===== src/rtl/seq_detect_fsm.sv =====
// Parametrised serial pattern detector with selectable Mealy/Moore output,
// overlap handling, input enable and a saturating match counter.
module seq_detect_fsm #(
    parameter int             N       = 4,
    parameter logic [N-1:0]   PATTERN = 4'b1011,
    parameter bit             MEALY   = 1'b1,
    parameter bit             OVERLAP = 1'b1,
    parameter int             CNT_W   = 8
) (
    input  logic             clk,
    input  logic             reset,
    input  logic             en,
    input  logic             X,
    input  logic             cnt_clr,
    output logic             Q,
    output logic [CNT_W-1:0] match_count
);

    // State k = number of pattern bits currently matched; N only in Moore.
    localparam int SW = $clog2(N + 1);
    localparam int TS = 1 << SW;

    typedef logic [SW-1:0] state_t;

    // Longest prefix of PATTERN that is a suffix of
    // (first k pattern bits, then bit x). Returns 0 for k >= N.
    function automatic int delta(int k, bit x);
        int best;
        int t;
        bit ok;
        bit sb;
        best = 0;
        if (k < N) begin
            for (int j = 1; j <= N; j++) begin
                if (j <= k + 1) begin
                    ok = 1'b1;
                    for (int i = 0; i < N; i++) begin
                        if (i < j) begin
                            t = k + 1 - j + i;
                            if (t == k) sb = x;
                            else        sb = PATTERN[N-1-t];
                            if (sb != PATTERN[N-1-i]) ok = 1'b0;
                        end
                    end
                    if (ok) best = j;
                end
            end
        end
        return best;
    endfunction

    // Longest proper prefix of PATTERN that is also its suffix.
    function automatic int border();
        int best;
        bit ok;
        best = 0;
        for (int j = 1; j < N; j++) begin
            ok = 1'b1;
            for (int i = 0; i < N; i++) begin
                if (i < j) begin
                    if (PATTERN[N-1-i] != PATTERN[j-1-i]) ok = 1'b0;
                end
            end
            if (ok) best = j;
        end
        return best;
    endfunction

    localparam state_t S_ZERO    = '0;
    localparam state_t S_LAST    = state_t'(N - 1);
    localparam state_t S_FULL    = state_t'(N);
    localparam state_t S_BORDER  = state_t'(border());
    localparam state_t S_RESTART = OVERLAP ? S_BORDER : S_ZERO;

    localparam logic [CNT_W-1:0] CNT_MAX = '1;

    state_t state;
    state_t state_nxt;
    state_t base;
    state_t step_nxt;
    logic   match;

    // Transition tables built at elaboration from PATTERN.
    state_t tab0 [TS];
    state_t tab1 [TS];

    for (genvar k = 0; k < TS; k++) begin : g_tab
        localparam state_t D0 = state_t'(delta(k, 1'b0));
        localparam state_t D1 = state_t'(delta(k, 1'b1));
        assign tab0[k] = D0;
        assign tab1[k] = D1;
    end

    // State register; reset discards any partial match.
    always_ff @(posedge clk) begin
        if (reset) state <= S_ZERO;
        else       state <= state_nxt;
    end

    // Next state: Moore state N behaves like the restart state for the new bit.
    always_comb begin
        base      = state;
        if (state == S_FULL) base = S_RESTART;
        step_nxt  = X ? tab1[base] : tab0[base];
        match     = en && (base == S_LAST) && (X == PATTERN[0]);
        state_nxt = state;
        if (en) begin
            state_nxt = step_nxt;
            if (match && MEALY) state_nxt = S_RESTART;
        end
    end

    if (MEALY) begin : g_mealy
        assign Q = match & ~reset;
    end else begin : g_moore
        assign Q = (state == S_FULL);
    end

    // Saturating detection counter; clear wins over a coincident match.
    always_ff @(posedge clk) begin
        if (reset) begin
            match_count <= '0;
        end else if (cnt_clr) begin
            match_count <= '0;
        end else if (match && (match_count != CNT_MAX)) begin
            match_count <= match_count + 1'b1;
        end
    end

endmodule


===== config.mk =====
export PLATFORM = sky130hd
export DESIGN_NAME = seq_detect_fsm
export DESIGN_NICKNAME = d
export VERILOG_FILES = /design/src/rtl/seq_detect_fsm.sv
export SDC_FILE = /design/constraint.sdc
export NUM_CORES = 1
export LEC_CHECK = 0
export CORE_AREA = 2 2 39 41
export CTS_BUF_LIST = sky130_fd_sc_hd__clkbuf_8
export DETAILED_ROUTE_END_ITERATION = 8
export DIE_AREA = 0 0 41 43
export GPL_TIMING_DRIVEN = 0
export HOLD_SLACK_MARGIN = 0.12
export PLACE_DENSITY_LB_ADDON = 0.1
export SLEW_MARGIN = 10
export SYNTH_ARGS = -nofsm -noshare
export SYNTH_HDL_FRONTEND = slang
export SYNTH_SLANG_ARGS = --single-unit

===== constraint.sdc =====
create_clock -name clk -period 3.48 [get_ports clk]
set_clock_uncertainty 0.15 [all_clocks]
set_input_delay 0.522 -clock clk [delete_from_list [all_inputs] [get_ports clk]]
set_output_delay 0.522 -clock clk [all_outputs]
set_load 0.05 [all_outputs]

* After elaboration in Yosys (flattened, before gate mapping)
Memories as Yosys holds them, arrays and structs flattened.
Index checks and enable logic that the tools add are counted.
** Storage, ports and cells
- Logic and storage cells :: 23
- ROM bits :: 48
- RAM bits :: 0
- Register bits :: 11
- Output and inout port bits :: 9
- Latch bits :: 0
- Input port bits :: 5
- Memories :: 2
** Operators by class
- $lt $le $gt $ge :: 1
- Div/mod/pow operators :: 0
- Bitwise operators :: 3
- $mul :: 0
- Eq/ne operators :: 3
- Add/subtract/negate cells :: 1
- Reductions and logical operators :: 4
- Mux-type cells :: 7
- Shift operators :: 0
** Memory list
- (name not given) :: depth 8, bits a word 3, read ports 1, clocked after memory_dff 0, write ports 0, line 104 : step_nxt = X ? tab1[base] : tab0[base];
- (name not given) :: depth 8, bits a word 3, read ports 1, clocked after memory_dff 0, write ports 0, line 104
** Operator list (number)
- 3-bit two-way mux :: 7
- 8-bit by 1-bit adder with 8-bit output, second input constant :: 1
- 8-bit inequality test, second input constant :: 1
- 4-bit >= comparator, second input constant :: 1
- 3-bit NOT with 4-bit output :: 1
- 3-bit by 2-bit == test with 1-bit output, second input constant :: 1
- 3-bit == test, second input constant :: 1
- 1-bit logical AND :: 3
- 2-bit OR reduction :: 1
- 1-bit bitwise AND :: 1
- 1-bit NOT :: 1

* Longest topological paths before layout
- Depth after elaboration :: 8
- Gate-level depth with buffers :: 4
- Gate-level depth less buffers :: 4

* Worst setup path after synthesis
No wires, ideal clock.
- Kind :: input -> output
- From :: input X
- To :: output Q
- Data required time :: 2808 ps
- Stages on the path :: 2
- Path buffers :: 0
- Path slack :: 1066 ps
- Arrival :: 1742 ps
- Path through :: nand4b_2 > nor3_1
** Between the ends
- Word-level cells in the longest chain between the ends :: 2
** Ends and longest elaborated chain
- start: declaration :: line 13 : input logic X,
- 1-bit logical AND :: line 105 : match = en && (base == S_LAST) && (X == PATTERN[0]);
- 1-bit bitwise AND :: line 114 : assign Q = match & ~reset;
- end: declaration :: line 15 : output logic Q,
Every way passes these cells.

* Worst setup path after layout
- From :: input en
- To :: output Q
** Between the ends
- Word-level cells in the longest chain between the ends :: 3
** Ends and longest elaborated chain
- start: declaration :: line 12 : input logic en,
- 1-bit logical AND (2 in series) :: line 105
- 1-bit bitwise AND :: line 114
Every way passes these cells.

==> flow_summary.yaml <==
synthesis:
  synth_top_cells_by_area: "dfxtp_1 35%, a311oi_4 4.1%, a41oi_1 4.1%"
  ys_ff_latch: 11
  syn_area_per_cell_um2: 9.37
  async_flop_share: 0
  synthSimpleGateAreaFrac: 0.330
  yosys.area.top_type: "dfxtp_1"
  synth.mux.area_fraction: 0.0314
  synth_edf_count: 0
  syn_nets: 74
  yosysSeqAreaShare: 0.346
  synthXorXnorAreaFrac: 0
  synth_top_family_by_area: "simple AND/OR/NAND/NOR gates"
  synth_fa_ha_area_frac: 0.0196
  synth_cells: 68
  synthFlopType: "dfxtp_1"
  yosys_warnings: 0
  synth_compound_area_frac: 0.255
  synth_top_area_share: 0.346
  synth.distinct_cells: 36
  syn_area_um2: 637
detailed_routing:
  m1WireLength_um: 794
  met3_length_um: 68
  routed_wl_um: 1570
  dr_wl_met2_um: 685
  ant_nets: 0
  first_iter_violations: 13
  route.detailed.drc: 0
  top_layer: "met4"
  via_per_inst: 6.26
  dr.pass1.iters: 4
  via_count: 632
  routedWlPerCell_um: 15.6
setup_path:
  startpoint: "en"
  r2r_end: "match_count[6]"
  worstRegToRegCells: 4
  reg2reg_from: "match_count[0]"
  cp-endpoint: "Q"
  path_class: "in -> out"
  cp_max_fo: 9
  worst_setup_path_start_kind: "input port"
  crit_required_ns: 2.81
  cp.arrival_ns: 2.35
  r2r_setup_slack_ns: 1.72
  cp-end-kind: "output port"
status:
  status: "finished clean"
global_routing:
  grt_antenna_before_repair: 0
  grt_max_degree: 11
  grt_first_pass_wirelength_um: 2410
  grt_pass1_vias: 516
  grt_util_all_layers: 0.201
  grt-ovfl-total: 0
timing:
  relSlewSlack: 0.672
  period_share: 0.870
  fin_tns_setup_ns: 0
  period_needed_ns: 3.03
  grt_setup_unrepaired: "no"
  tightest_slew_ns: 0.491
  hold_viol: 0
  drv_slew: 0
  setup_viol: 0
  finalWorstSetupSlack_ns: 0.453
  fmax_ghz: 0.330
cts:
  hold_buffers: 0
  path_clk_slew_ns: 0.05
  h-tree-depth: 1
  cts_tree: "yes"
  clock_tree.buffer_depth: 2
  clk_latency_ns: 0.24
  clkSinkCount: 11
  ctsResizeCount: 0
  cts_setup_buffers: 0
  cts_root_buf: "clkbuf_8"
  numCtsBuffers: 3
final_layout:
  instances_no_fill: 101
  antennaDiodeCount: 0
  drive_above_1_share: 0.0824
  fillers: 133
  nNetsFinal: 92
  area_growth_pct: 30.6
placement:
  place_congestion: 0.833
  port_buffers: 13
  post-place-ws_ns: 0.454
  placed_cells: 97
  dp_hpwl_um: 1060
floorplan:
  die_area_um2: 1760
  top_level_ports: 14
  fp.dieH_um: 43
  core_area_um2: 1380
  fp.dieW_um: 41
  initial_utilization: 0.460
  rows: 14
pwr:
  swShare: 0.215
  peakVddDrop_mv: 0.209
  clkPwrFrac: 0.462
  pwr-share-seq: 0.476
  power.switching_w: 0.0000580
  combPwrFrac: 0.063
  powerDensity_nw_per_um2: 325
  leakagePower_nw: 0.294
  p_int_w: 0.000212
worst_hold_path:
  min_path_type: "reg -> reg"
job:
  cap_violations: 0
-- metal layers --
| layer | GRT usage | up-vias |
|---|---|---|
| met5 | 0 | - |
| met3 | 0.0314 | 4 |
| met4 | 0.100 | 0 |
| li1 | - | 314 |
| met2 | 0.259 | 14 |
| met1 | 0.309 | 300 |
-- kinds of logic after synthesis --
logic type | count (synthesis)
simple gates | 31
compound gates | 20
flops | 11
buf+inv | 3
mux | 2
fa+ha+maj | 1
-- cell type report --
class	instances	area (µm²)	area share
Buffer	1	3.75	0.00451
Tap cell	16	20.0	0.0241
Timing Repair Buffer	13	130	0.156
Multi-Input combinational cell	54	405	0.487
Inverter	2	7.51	0.00902
Clock inverter	1	3.75	0.00451
Clock buffer	3	41.3	0.0496
Sequential cell	11	220	0.265
-- worst min-delay path by stage --
stage / from / end / slack, ns / depth (start not counted)
CTS: match_count[1] / match_count[1] / 0.38 / 2
floorplan: state[2] / state[2] / 0.35 / 1
global placement: match_count[1] / match_count[1] / 0.36 / 2
detailed placement: match_count[1] / match_count[1] / 0.37 / 2
finish: match_count[1] / match_count[1] / 0.37 / 2
global route: match_count[1] / match_count[1] / 0.41 / 2
-- power by group through the flow --
stage	Combinational (W)	Clock [W]	Sequential, W
finish	0.0000169	0.000125	0.000129
global route	0.0000181	0.000134	0.000129
CTS	0.0000170	0.000127	0.000128
detailed placement	0.0000169	0	0.000131
global placement	0.0000167	0	0.000131
floorplan	0.00000742	0	0.000131
-- cells in the final DEF (no fill, tap or decap), drive strengths merged --
master and count:
nor4b 1, a41oi 3, and3 3, and4 3
clkdlybuf4s50 13, ha 1, a311oi 3, mux2i 2
and2b 1, o311a 1, nand2 4, a31oi 2
and2 1, nor4 1, inv 3, a21boi 1
a21o 1, nand2b 1, dfxtp 11, nor2 1
nor3 2, a21oi 4, nor3b 1, nand3b 2
a211oi 2, nand4b 2, and4b 2, o21ai 2
or2 1, or3 1, clkbuf 4, nor2b 1
a41o 1, nand3 3
-- critical path, stage by stage --
cell and delay, ns:
clkdlybuf4s50_1 0.62, nand4b_2 0.21, nor3_1 0.17, clkdlybuf4s50_1 0.83
-- state kept, by name (all words and copies together) (netlist names) --
| name | cells |
|---|---|
| match_count | 8 |
| state | 3 |
-- Yosys cell counts, types with 2 or more instances --
cell type and count:
a21oi_1 4, inv_1 2, nand3_1 3, a211oi_1 2, and3_1 3, and4_1 3, dfxtp_1 11, a31oi_1 2
nand3b_1 2, nand2_1 4, mux2i_1 2, a41oi_1 3, nor3_1 2, o21ai_0 2, a311oi_1 2
-- per-stage QoR --
stage	cell area, µm²	hold WS [ns]	power, W	utilization
finish	832	0.373	0.000270	0.601
global route	832	0.413	0.000280	0.601
CTS	832	0.377	0.000273	0.601
detailed placement	787	0.367	0.000148	0.569
global placement	787	0.361	0.000148	0.569
floorplan	637	0.351	0.000138	-
(Power assumes the default switching activity.)
